$ cat config.mk
export PLATFORM = sky130hd
export DESIGN_NAME = axi_mem_port_arbiter
export DESIGN_NICKNAME = d
export VERILOG_FILES = /design/src/rtl/axi_mem_port_arbiter.sv
export SDC_FILE = /design/constraint.sdc
export NUM_CORES = 1
export LEC_CHECK = 0
export ABC_AREA = 1
export BUFFER_PORTS_ARGS = -buffer_cell sky130_fd_sc_hd__buf_4
export CORE_AREA = 5 5 179 181
export CTS_BUF_LIST = sky130_fd_sc_hd__clkbuf_16
export CTS_CLUSTER_DIAMETER = 40
export DETAILED_ROUTE_END_ITERATION = 16
export DIE_AREA = 0 0 184 186
export HOLD_SLACK_MARGIN = 0.15
export PLACE_DENSITY = 0.41
export SKIP_LAST_GASP = 1
export SYNTH_ARGS = -nofsm -noshare
export SYNTH_HDL_FRONTEND = slang
export SYNTH_SLANG_ARGS = --single-unit
$ cat constraint.sdc
create_clock -name clk -period 4 [get_ports clk]
set_clock_uncertainty 0.2 [all_clocks]
set_input_delay 0.8 -clock clk [delete_from_list [all_inputs] [get_ports clk]]
set_output_delay 0.8 -clock clk [all_outputs]
set_load 0.02 [all_outputs]
$ cat src/rtl/axi_mem_port_arbiter.sv
// Round-robin arbiter with bounded burst-hold that shares one single-port SRAM between a write port and a read port.
// Define AXI_MEM_ARB_STATS_EN to add grant/conflict statistics counters and their ports.
module axi_mem_port_arbiter #(
  parameter int MEM_ADDR_WIDTH = 16,
  parameter int DATA_WIDTH     = 64,
  parameter int BE_WIDTH       = DATA_WIDTH / 8,
  parameter int MAX_HOLD       = 8
) (
  input  logic                      clk,
  input  logic                      rst,
  input  logic                      p0_valid_i,
  input  logic                      p0_wen_i,
  input  logic [MEM_ADDR_WIDTH-1:0] p0_addr_i,
  input  logic [DATA_WIDTH-1:0]     p0_wdata_i,
  input  logic [BE_WIDTH-1:0]       p0_be_i,
  input  logic                      p1_valid_i,
  input  logic                      p1_wen_i,
  input  logic [MEM_ADDR_WIDTH-1:0] p1_addr_i,
  input  logic [DATA_WIDTH-1:0]     p1_wdata_i,
  input  logic [BE_WIDTH-1:0]       p1_be_i,
  output logic                      p0_grant_o,
  output logic                      p1_grant_o,
  output logic                      p0_rvalid_o,
  output logic                      p1_rvalid_o,
  output logic [DATA_WIDTH-1:0]     p0_rdata_o,
  output logic [DATA_WIDTH-1:0]     p1_rdata_o,
  output logic                      MEM_CEN_o,
  output logic                      MEM_WEN_o,
  output logic [MEM_ADDR_WIDTH-1:0] MEM_A_o,
  output logic [DATA_WIDTH-1:0]     MEM_D_o,
  output logic [BE_WIDTH-1:0]       MEM_BE_o,
  input  logic [DATA_WIDTH-1:0]     MEM_Q_i
`ifdef AXI_MEM_ARB_STATS_EN
  ,
  input  logic                      stat_clr_i,
  output logic [31:0]               stat_p0_gnt_o,
  output logic [31:0]               stat_p1_gnt_o,
  output logic [31:0]               stat_conflict_o
`endif
);

  typedef enum logic {
    PRIO_P0 = 1'b0,
    PRIO_P1 = 1'b1
  } prio_t;

  localparam logic [7:0] HOLD_LIMIT = 8'(MAX_HOLD);

  prio_t      prio;
  logic [7:0] hold_cnt;
  logic [1:0] rd_pend;

  logic  gnt0;
  logic  gnt1;
  logic  any_gnt;
  logic  other_valid;
  logic  both_valid;
  prio_t gnt_port;

  assign both_valid = p0_valid_i & p1_valid_i;

  // Once the priority holder has used up its hold budget, the waiting port wins the conflict.
  always_comb begin
    gnt0 = 1'b0;
    gnt1 = 1'b0;
    if (!rst) begin
      if (both_valid) begin
        if (hold_cnt < HOLD_LIMIT) begin
          gnt0 = (prio == PRIO_P0);
          gnt1 = (prio == PRIO_P1);
        end else begin
          gnt0 = (prio == PRIO_P1);
          gnt1 = (prio == PRIO_P0);
        end
      end else begin
        gnt0 = p0_valid_i;
        gnt1 = p1_valid_i;
      end
    end
  end

  assign any_gnt     = gnt0 | gnt1;
  assign gnt_port    = gnt1 ? PRIO_P1 : PRIO_P0;
  assign other_valid = gnt1 ? p0_valid_i : p1_valid_i;

  always_ff @(posedge clk) begin
    if (rst) begin
      prio     <= PRIO_P0;
      hold_cnt <= 8'd0;
      rd_pend  <= 2'b00;
    end else begin
      rd_pend <= {gnt1 & p1_wen_i, gnt0 & p0_wen_i};
      if (any_gnt) begin
        if (gnt_port != prio) begin
          prio     <= gnt_port;
          hold_cnt <= other_valid ? 8'd1 : 8'd0;
        end else if (!other_valid) begin
          hold_cnt <= 8'd0;
        end else if (hold_cnt < HOLD_LIMIT) begin
          hold_cnt <= hold_cnt + 8'd1;
        end
      end
    end
  end

  assign p0_grant_o = gnt0;
  assign p1_grant_o = gnt1;

  // SRAM pins idle at a deselected, all-zero pattern when nobody owns the macro.
  always_comb begin
    MEM_CEN_o = 1'b1;
    MEM_WEN_o = 1'b1;
    MEM_A_o   = '0;
    MEM_D_o   = '0;
    MEM_BE_o  = '0;
    if (gnt0) begin
      MEM_CEN_o = 1'b0;
      MEM_WEN_o = p0_wen_i;
      MEM_A_o   = p0_addr_i;
      MEM_D_o   = p0_wdata_i;
      MEM_BE_o  = p0_be_i;
    end else if (gnt1) begin
      MEM_CEN_o = 1'b0;
      MEM_WEN_o = p1_wen_i;
      MEM_A_o   = p1_addr_i;
      MEM_D_o   = p1_wdata_i;
      MEM_BE_o  = p1_be_i;
    end
  end

  // A read that was pending when reset arrives must not leak out during the reset cycle.
  assign p0_rvalid_o = rd_pend[0] & ~rst;
  assign p1_rvalid_o = rd_pend[1] & ~rst;
  assign p0_rdata_o  = p0_rvalid_o ? MEM_Q_i : '0;
  assign p1_rdata_o  = p1_rvalid_o ? MEM_Q_i : '0;

`ifdef AXI_MEM_ARB_STATS_EN
  logic [31:0] p0_gnt_cnt;
  logic [31:0] p1_gnt_cnt;
  logic [31:0] conflict_cnt;

  always_ff @(posedge clk) begin
    if (rst || stat_clr_i) begin
      p0_gnt_cnt   <= 32'd0;
      p1_gnt_cnt   <= 32'd0;
      conflict_cnt <= 32'd0;
    end else begin
      if (gnt0) p0_gnt_cnt <= p0_gnt_cnt + 32'd1;
      if (gnt1) p1_gnt_cnt <= p1_gnt_cnt + 32'd1;
      if (both_valid) conflict_cnt <= conflict_cnt + 32'd1;
    end
  end

  assign stat_p0_gnt_o   = p0_gnt_cnt;
  assign stat_p1_gnt_o   = p1_gnt_cnt;
  assign stat_conflict_o = conflict_cnt;
`else
  // Statistics counters are not built in this configuration.
`endif

endmodule

==> run summary, run 1 <==
Status -> completed
CORE AREA -> 0.0303 mm^2
Final worst path period share -> 82.4%
Instance count of the mapped netlist -> 561
GRT Residual Overflow -> 0
FF-to-FF setup slack -> 2.46 ns
First-pass GRT wire length -> 28.7 mm
CP Launch Type -> primary input
Net Count, Synth -> 808
Power Dens Cells -> 145 mW/mm^2
Vias in the first global route -> 4968
Syn_area_per_cell -> 4.47 um^2
Placer Congestion -> 0.809
Peak supply drop -> 0.108 mV
Clock buffer count from CTS -> 3
RSZ-0062 raised after global routing -> no
Top cell type by total area after synthesis -> nand2_1
TNS Setup -> 0 ns
IO Pins -> 468
Yosys warnings -> 0
Clk root buf -> clkbuf_16
MaxCap Viol Count -> 0
Hold Startpoint -> hold_cnt[6]
Die Height -> 186 um
Skew-Pair Late Insertion Delay -> 0.24 ns
Share of cells above drive strength 1 -> 49.5%
Starting Density -> 8.28%
Worst-margin pin slew -> 0.538 ns
Most frequent cells in the layout -> buf_4 (473), nand2_1 (261), nor2_1 (132)
Setup bufs post-CTS -> 0
Synth Area in Simple Gates -> 66.2%
Sw Ratio -> 40.8%
Flop and latch count out of synthesis -> 11
Die Area -> 0.0342 mm^2
Combinational share of power -> 68.4%
CP Capture Type -> primary output
Port bufs -> 467
Post-layout min period -> 3.29 ns
Cell-internal power -> 557 uW
Detailed placement HPWL -> 18.7 mm
# resized after CTS -> 0
Final Setup Violations -> 0
Max Freq -> 0.304 GHz
Number of remaining DRC errors -> 0
Mux cell area share after synthesis -> 0%
Post-synth top area share -> 39.4%
Static Leak -> 0.00412 uW
Crit path required time -> 3.00 ns
H-tree depth -> 1
Via density -> 3.50
Largest family of logic cells by synthesized area -> simple AND/OR/NAND/NOR gates
Fin worst setup slack -> 0.706 ns
Largest net degree at the start of global routing -> 51
Cells on Worst Hold Path -> 2
Multi-input logic area -> 0.00175 mm^2
Flop pwr share -> 12.6%
Compound-Gate Fraction of Synth Area -> 2.40%
CP Buf/Inv Count -> 5
Routed wire length -> 21.1 mm
HP Class -> flip-flop to flip-flop
Synth Area in Adders -> 0.500%
Post-Syn Area -> 0.00250 mm^2
CTS Hold Buffers Added -> 0
1st-pass router iterations -> 5
Commonest non-fill, non-tap cell in the layout -> buf_4
Filler Cell Count -> 3528
Layout Nets -> 1256
Clock Sinks -> 11
Initial antenna violation count -> 1
Detail Route Antenna Nets -> 0
Via count -> 4911
Net Sw Power -> 383 uW
Clock network power share -> 19.0%
Synth Area in XOR/XNOR -> 0.699%
CTS tree -> done
Layout area overhead -> 158%
Critical-path cell list -> buf_4 > inv_1 > nand3_2 > inv_4 > buf_12 > nand2_1 > nand2_1 > buf_4
CP Class -> primary input to primary output
Final core occ -> 21.4%
Reg2Reg Depth -> 9
Sink of the worst hold path -> hold_cnt[6]
Die X -> 184 um
Wire per inst -> 15.0 um
Worst R2R Start -> hold_cnt[7]
Reg2reg end -> rd_pend[0]
Synth top area cells -> nand2_1 (39%), nor2_1 (20%), inv_1 (12%)
Hold Vio Cnt, Final -> 0
Crit-path max FO -> 40
Cell row count -> 64
Distinct cells, synth -> 25
Seq/Total Area, Yosys -> 8.79%
Slew Viols, Final -> 0
Clock slew at reported path FFs -> 0.04 ns
Total Routing Usage GR -> 10.7%
Iter 0 DRT Violations -> 160
Pre-CTS setup slack -> 0.692 ns
CTS max path bufs -> 2
CP Data Arrival Time -> 2.29 ns
Sequential standard cell area -> 220 um^2
Slowest CP cell -> inv_1
Worst relative slew slack -> 64.0%
Cell family with most CP delay -> buffers and inverters
Crit-path max cell delay -> 0.31 ns
## sequential cells by signal, summed over array words and instances (netlist names)
signal and cells:
rd_pend 2, hold_cnt 8, prio 1
## tightest hold or removal path, delay by kind of cell, from the launching register on
| kind | cells | cell delay (ns) |
|---|---|---|
| flops | 1 | 0.31 |
| simple gates | 1 | 0.08 |
| buf+inv | 1 | 0.04 |
## final cells by class
cell class	count	share of cell area [%]
Timing Repair Buffer	476	55.8
Multi-Input combinational cell	437	27.1
Tap cell	396	7.66
Inverter	80	4.72
Sequential cell	11	3.41
Clock buffer	3	1.16
Clock inverter	1	0.0580
Antenna cell	1	0.0387
## cells by family (layout without fill, tap and decap cells)
family          Yosys count  in the layout
flops                    11             11
fa+ha+maj                 1              1
xor+xnor                  2              2
simple gates            423            423
compound gates           11             11
other cells               0              1
buf+inv                 113            560
## power groups by stage
stage               combinational, uW  clock, uW  sequential [uW]
floorplan                         275          0              119
global placement                  657          0              120
detailed placement                654          0              120
CTS                               657        181              118
global route                      698        186              119
finish                            643        178              118
## layer usage
layer	track usage, %	wire [um]	up-vias
li1	-	-	2499
met1	12.1	7810	2091
met2	20.3	10900	311
met3	3.05	2160	10
met4	1.54	191	0
met5	0	0	-
## metrics by stage
stage	cells	power, uW	hold slack (ns)	area, um^2
CTS	1404	957	0.269	6460
detailed placement	1400	774	0.263	6380
finish	1405	940	0.267	6470
global placement	1400	777	0.262	6380
floorplan	561	394	0.247	2500
global route	1405	1000	0.290	6470
## how the worst max path moves through the flow
| stage | start | to | cells past startpoint |
|---|---|---|---|
| after CTS | rst | MEM_D_o[23] | 8 |
| after detailed placement | rst | MEM_D_o[16] | 8 |
| after global routing | rst | p0_rdata_o[37] | 6 |
| final | rst | MEM_D_o[23] | 8 |
| after floorplan | p1_valid_i | MEM_WEN_o | 3 |
| after global placement | rst | MEM_D_o[16] | 8 |
## cell usage after synthesis
master / number
inv_1: 77
nand3_2: 2
nand2_2: 10
dfxtp_1: 11
nand2_1: 263
nor2_1: 132
ha_1: 1
buf_6: 9
o21ai_1: 1
inv_4: 2
nor3_1: 1
buf_2: 20
inv_2: 1
o21ai_0: 4
buf_4: 1
nor2_2: 2
o31ai_1: 1
a21oi_1: 4
nand3_1: 9
nand2_4: 1
o211ai_1: 1
clkbuf_1: 2
nand4_1: 3
buf_8: 1
xor2_1: 2
Note: power is estimated with default switching activity, not from simulation.
==> run 2: changes to the inputs <==
Settings changed: CORE_AREA 5 5 179 181 to 5 5 180 182, DIE_AREA 0 0 184 186 to 0 0 185 187, PLACE_DENSITY 0.41 to 0.4.
Clock period 4 ns to 3.4 ns, I/O delays scaled along.
==> run summary, run 2 (synthesized netlist as in run 1, its figures left out) <==
Iter 0 DRT Violations -> 116 (was 160)
Pre-CTS setup slack -> 0.369 ns (was 0.692 ns)
Die X -> 185 um (was 184 um)
Worst relative slew slack -> 70.9% (was 64.0%)
CTS tree -> done (unchanged)
CP Data Arrival Time -> 2.11 ns (was 2.29 ns)
Hold WS -> 0.267 ns (about the same)
Clock buffer count from CTS -> 3 (unchanged)
Filler Cell Count -> 3503 (was 3528)
H-tree depth -> 1 (unchanged)
Vias in the first global route -> 5023 (was 4968)
Fin worst setup slack -> 0.408 ns (was 0.706 ns)
Placer Congestion -> 0.804 (was 0.809)
Setup bufs post-CTS -> 0 (unchanged)
Biggest regs -> hold_cnt x8, rd_pend x2, prio x1 (unchanged)
Layout Nets -> 1261 (was 1256)
Total Routing Usage GR -> 10.7% (about the same)
# resized after CTS -> 0 (unchanged)
Clock Sinks -> 11 (unchanged)
Commonest non-fill, non-tap cell in the layout -> buf_4 (unchanged)
First-pass GRT wire length -> 29.2 mm (was 28.7 mm)
IO Pins -> 468 (unchanged)
CP Capture Type -> primary output (unchanged)
Static Leak -> 0.00415 uW (was 0.00412 uW)
Max Freq -> 0.334 GHz
RSZ-0062 raised after global routing -> no (unchanged)
Share of cells above drive strength 1 -> 49.8% (was 49.5%)
Worst-margin pin slew -> 0.433 ns (was 0.538 ns)
CP Launch Type -> primary input (unchanged)
Slowest CP cell -> inv_1 (unchanged)
CORE AREA -> 0.0304 mm^2 (was 0.0303 mm^2)
CTS Hold Buffers Added -> 0 (unchanged)
Final Setup Violations -> 0 (unchanged)
Post-layout min period -> 2.99 ns
Crit-path max FO -> 34 (was 40)
Cell row count -> 64 (unchanged)
Cell family with most CP delay -> buffers and inverters (unchanged)
Initial antenna violation count -> 0 (was 1)
HP Class -> flip-flop to flip-flop (unchanged)
Clock slew at reported path FFs -> 0.04 ns (about the same)
CP Class -> primary input to primary output (unchanged)
Largest Register -> hold_cnt (unchanged)
Peak supply drop -> 0.181 mV (was 0.108 mV)
Slew Viols, Final -> 0 (unchanged)
Power Dens Cells -> 171 mW/mm^2 (was 145 mW/mm^2)
GRT Residual Overflow -> 0 (unchanged)
Routed wire length -> 20.9 mm (was 21.1 mm)
Status -> completed (unchanged)
Critical-path cell list -> buf_4 > inv_1 > nand3_2 > inv_4 > buf_12 > nand2_1 > nand2_1 > buf_4 (unchanged)
Die Area -> 0.0346 mm^2 (was 0.0342 mm^2)
Via count -> 4925 (was 4911)
Detail Route Antenna Nets -> 0 (unchanged)
Detailed placement HPWL -> 18.7 mm (about the same)
Port bufs -> 467 (unchanged)
Starting Density -> 8.23% (was 8.28%)
TNS Setup -> 0 ns (unchanged)
Skew-Pair Late Insertion Delay -> 0.23 ns (was 0.24 ns)
Max FFs per register -> 8 (unchanged)
Final worst path period share -> 88.0%
# diodes -> 0 (was 1)
Die Height -> 187 um (was 186 um)
Hold Vio Cnt, Final -> 0 (unchanged)
Via density -> 3.50 (about the same)
MaxCap Viol Count -> 0 (unchanged)
Largest net degree at the start of global routing -> 54 (was 51)
Number of remaining DRC errors -> 0 (unchanged)
Clk root buf -> clkbuf_16 (unchanged)
CTS max path bufs -> 2 (unchanged)
Layout area overhead -> 160% (was 158%)
Crit-path max cell delay -> 0.28 ns (was 0.31 ns)
CP Buf/Inv Count -> 5 (unchanged)
Wire per inst -> 14.9 um (was 15.0 um)
Crit path required time -> 2.52 ns (was 3.00 ns)
1st-pass router iterations -> 4 (was 5)
Most frequent cells in the layout -> buf_4 (478), nand2_1 (261), nor2_1 (132) (was buf_4 (473), nand2_1 (261), nor2_1 (132))
run 2: cell types whose count changed in the layout (fill, tap and decap cells not counted), sizes merged:
cell	delta
diode	-1
buf	+5
run 2: worst register-to-register path, delay by kind of cell, from the launching register on:
family        cells  cell delay [ns]
buf+inv           2             0.35
flops             1             0.31
simple gates      7             0.69
run 2: area by class of cell:
cell class / count / area, um^2 / share of cell area [%]
Timing Repair Buffer: 481 / 3650 / 56.1
Multi-Input combinational cell: 437 / 1750 / 27.0
Tap cell: 396 / 495 / 7.62
Inverter: 80 / 305 / 4.70
Sequential cell: 11 / 220 / 3.39
Clock buffer: 3 / 75.1 / 1.15
Clock inverter: 1 / 3.75 / 0.0577
run 2: worst paths after layout:
path	startpoint	to	slack, ns	cells after the start
max	rst	MEM_D_o[17]	0.41	8
min	hold_cnt[5]	hold_cnt[5]	0.27	2
max reg2reg	hold_cnt[7]	rd_pend[0]	1.81	9
min reg2reg	hold_cnt[5]	hold_cnt[5]	0.27	2
run 2: routing by layer:
layer	vias up	wire (um)	global-route usage (%)
li1	2510	-	-
met1	2103	7840	12.0
met2	302	10600	20.5
met3	10	2310	3.03
met4	0	184	1.21
met5	-	0	0
run 2: stage by stage:
| step | cell area [um^2] | power (uW) | cells | utilization [%] |
|---|---|---|---|---|
| floorplan | 2500 | 464 | 561 | - |
| global placement | 6420 | 915 | 1405 | 21.1 |
| detailed placement | 6420 | 915 | 1405 | 21.1 |
| CTS | 6500 | 1130 | 1409 | 21.4 |
| global route | 6500 | 1190 | 1409 | 21.4 |
| finish | 6500 | 1110 | 1409 | 21.4 |
run 2: power breakdown:
group	switching [uW]	total, uW	leakage [uW]	internal [uW]
clock network	56.4	211	0.0000423	154
logic	391	761	0.00401	370
registers	4.39	139	0.0000899	135
total	452	1110	0.00415	659
==> run 3: changes to the inputs <==
Settings changed: PLACE_DENSITY 0.4 to 0.44.
==> run summary, run 3 (synthesized netlist as in run 1, its figures left out) <==
Status -> completed (unchanged)
TNS Setup -> 0 ns (unchanged)
Detailed placement HPWL -> 19.4 mm (was 18.7 mm)
Pre-CTS setup slack -> 0.471 ns (was 0.369 ns)
1st-pass router iterations -> 4 (unchanged)
Final core occ -> 21.4% (about the same)
MaxCap Viol Count -> 0 (unchanged)
Hold Vio Cnt, Final -> 0 (unchanged)
RSZ-0062 raised after global routing -> no (unchanged)
HP Class -> flip-flop to flip-flop (unchanged)
Clk root buf -> clkbuf_16 (unchanged)
Die Area -> 0.0346 mm^2 (unchanged)
# resized after CTS -> 0 (unchanged)
Reg2reg end -> rd_pend[0] (unchanged)
Port bufs -> 467 (unchanged)
Die Height -> 187 um (unchanged)
Biggest regs -> hold_cnt x8, rd_pend x2, prio x1 (unchanged)
CP Buf/Inv Count -> 5 (unchanged)
Detail Route Antenna Nets -> 0 (unchanged)
Hold Startpoint -> hold_cnt[4] (was hold_cnt[5])
Fin worst setup slack -> 0.520 ns (was 0.408 ns)
Crit-path max FO -> 26 (was 34)
CTS tree -> done (unchanged)
Slew Viols, Final -> 0 (unchanged)
Largest net degree at the start of global routing -> 50 (was 54)
GRT Residual Overflow -> 0 (unchanged)
Most frequent cells in the layout -> buf_4 (482), nand2_1 (261), nor2_1 (132) (was buf_4 (478), nand2_1 (261), nor2_1 (132))
Critical-path cell list -> buf_4 > inv_1 > nor2_1 > nand2_4 > inv_4 > buf_4 > nand2_1 > nand2_1 > buf_4 (was buf_4 > inv_1 > nand3_2 > inv_4 > buf_12 > nand2_1 > nand2_1 > buf_4)
Layout area overhead -> 160% (about the same)
Clock buffer count from CTS -> 3 (unchanged)
Setup bufs post-CTS -> 0 (unchanged)
Final Setup Violations -> 0 (unchanged)
Static Leak -> 0.00416 uW (was 0.00415 uW)
Total Routing Usage GR -> 11.1% (was 10.7%)
Peak supply drop -> 0.113 mV (was 0.181 mV)
First-pass GRT wire length -> 30.0 mm (was 29.2 mm)
Crit-path max cell delay -> 0.28 ns (about the same)
Starting Density -> 8.23% (unchanged)
Placed inst area -> 0.00643 mm^2 (was 0.00642 mm^2)
Crit-path most repeated cell -> buf_4
Routed wire length -> 21.5 mm (was 20.9 mm)
Number of remaining DRC errors -> 0 (unchanged)
Clock slew at reported path FFs -> 0.04 ns (about the same)
Cell family with most CP delay -> buffers and inverters (unchanged)
CTS Hold Buffers Added -> 0 (unchanged)
Skew-Pair Late Insertion Delay -> 0.23 ns (about the same)
Via density -> 3.54 (was 3.50)
Max FFs per register -> 8 (unchanged)
Placer Congestion -> 0.917 (was 0.804)
Sink of the worst hold path -> hold_cnt[4] (was hold_cnt[5])
CP Launch Type -> primary input (unchanged)
Reg2Reg Depth -> 9 (unchanged)
Cell row count -> 64 (unchanged)
CP Capture Type -> primary output (unchanged)
Fin area -> 0.00651 mm^2 (was 0.00650 mm^2)
Vias in the first global route -> 5068 (was 5023)
Crit path required time -> 2.52 ns (about the same)
H-tree depth -> 1 (unchanged)
CORE AREA -> 0.0304 mm^2 (unchanged)
Largest Register -> hold_cnt (unchanged)
Wire per inst -> 15.2 um (was 14.9 um)
Post-layout min period -> 2.88 ns (was 2.99 ns)
Slowest CP cell -> buf_4 (was inv_1)
Clock Sinks -> 11 (unchanged)
Cells on Worst Hold Path -> 2 (unchanged)
Max Freq -> 0.347 GHz (was 0.334 GHz)
Via count -> 5001 (was 4925)
Commonest non-fill, non-tap cell in the layout -> buf_4 (unchanged)
Initial antenna violation count -> 0 (unchanged)
CP Class -> primary input to primary output (unchanged)
Worst R2R Start -> hold_cnt[7] (unchanged)
Die X -> 185 um (unchanged)
Worst-margin pin slew -> 0.488 ns (was 0.433 ns)
Final worst path period share -> 84.7% (was 88.0%)
Power Dens Cells -> 171 mW/mm^2 (about the same)
Layout Nets -> 1264 (was 1261)
FF-to-FF setup slack -> 1.92 ns (was 1.81 ns)
CP Data Arrival Time -> 2.00 ns (was 2.11 ns)
Worst relative slew slack -> 67.3% (was 70.9%)
Share of cells above drive strength 1 -> 49.9% (was 49.8%)
# diodes -> 0 (unchanged)
Iter 0 DRT Violations -> 171 (was 116)
CTS max path bufs -> 2 (unchanged)
IO Pins -> 468 (unchanged)
[run 3: worst min-delay path: stages, from the launching register on]
cell and delay (ns):
dfxtp_1 0.31, nand3_1 0.08, inv_1 0.04
[run 3: report_power, final]
part / switching [uW] / internal, uW / total [uW]
Combinational: 397 / 371 / 768
Clock: 53.6 / 154 / 208
Sequential: 4.05 / 135 / 139
[run 3: routing by layer]
metal,GRT usage [%],up-vias,routed length [um]
met5,0,-,0
met4,2.77,0,547
met3,3.03,24,2450
met2,21.3,340,10900
met1,11.8,2122,7650
li1,-,2515,-
[run 3: through the flow]
step / power [uW] / instances / hold WS, ns
2_1_floorplan: 464 / 561 / 0.247
5_1_grt: 1190 / 1412 / 0.284
4_1_cts: 1130 / 1412 / 0.270
3_3_place_gp: 923 / 1408 / 0.254
3_5_place_dp: 920 / 1408 / 0.263
6_report: 1110 / 1412 / 0.269
[run 3: cell type report]
type | count | area (um^2)
sequential | 11 | 220
timing repair buffer | 484 | 3660
tap | 396 | 495
clock buffer | 3 | 75.1
clock inverter | 1 | 3.75
inverter | 80 | 305
multi-input combinational | 437 | 1750
fill | 3521 | 23900
[run 3: worst max path at each step]
stage               startpoint             end  slack [ns]  depth (start not counted)
floorplan           p1_valid_i       MEM_WEN_o        0.91                          3
global placement           rst  p1_rdata_o[59]        0.49                          6
detailed placement         rst  p1_rdata_o[59]        0.47                          6
CTS                        rst  p1_rdata_o[59]        0.47                          6
global route               rst     MEM_BE_o[3]        0.39                          8
finish              p1_valid_i     MEM_D_o[56]        0.52                          9
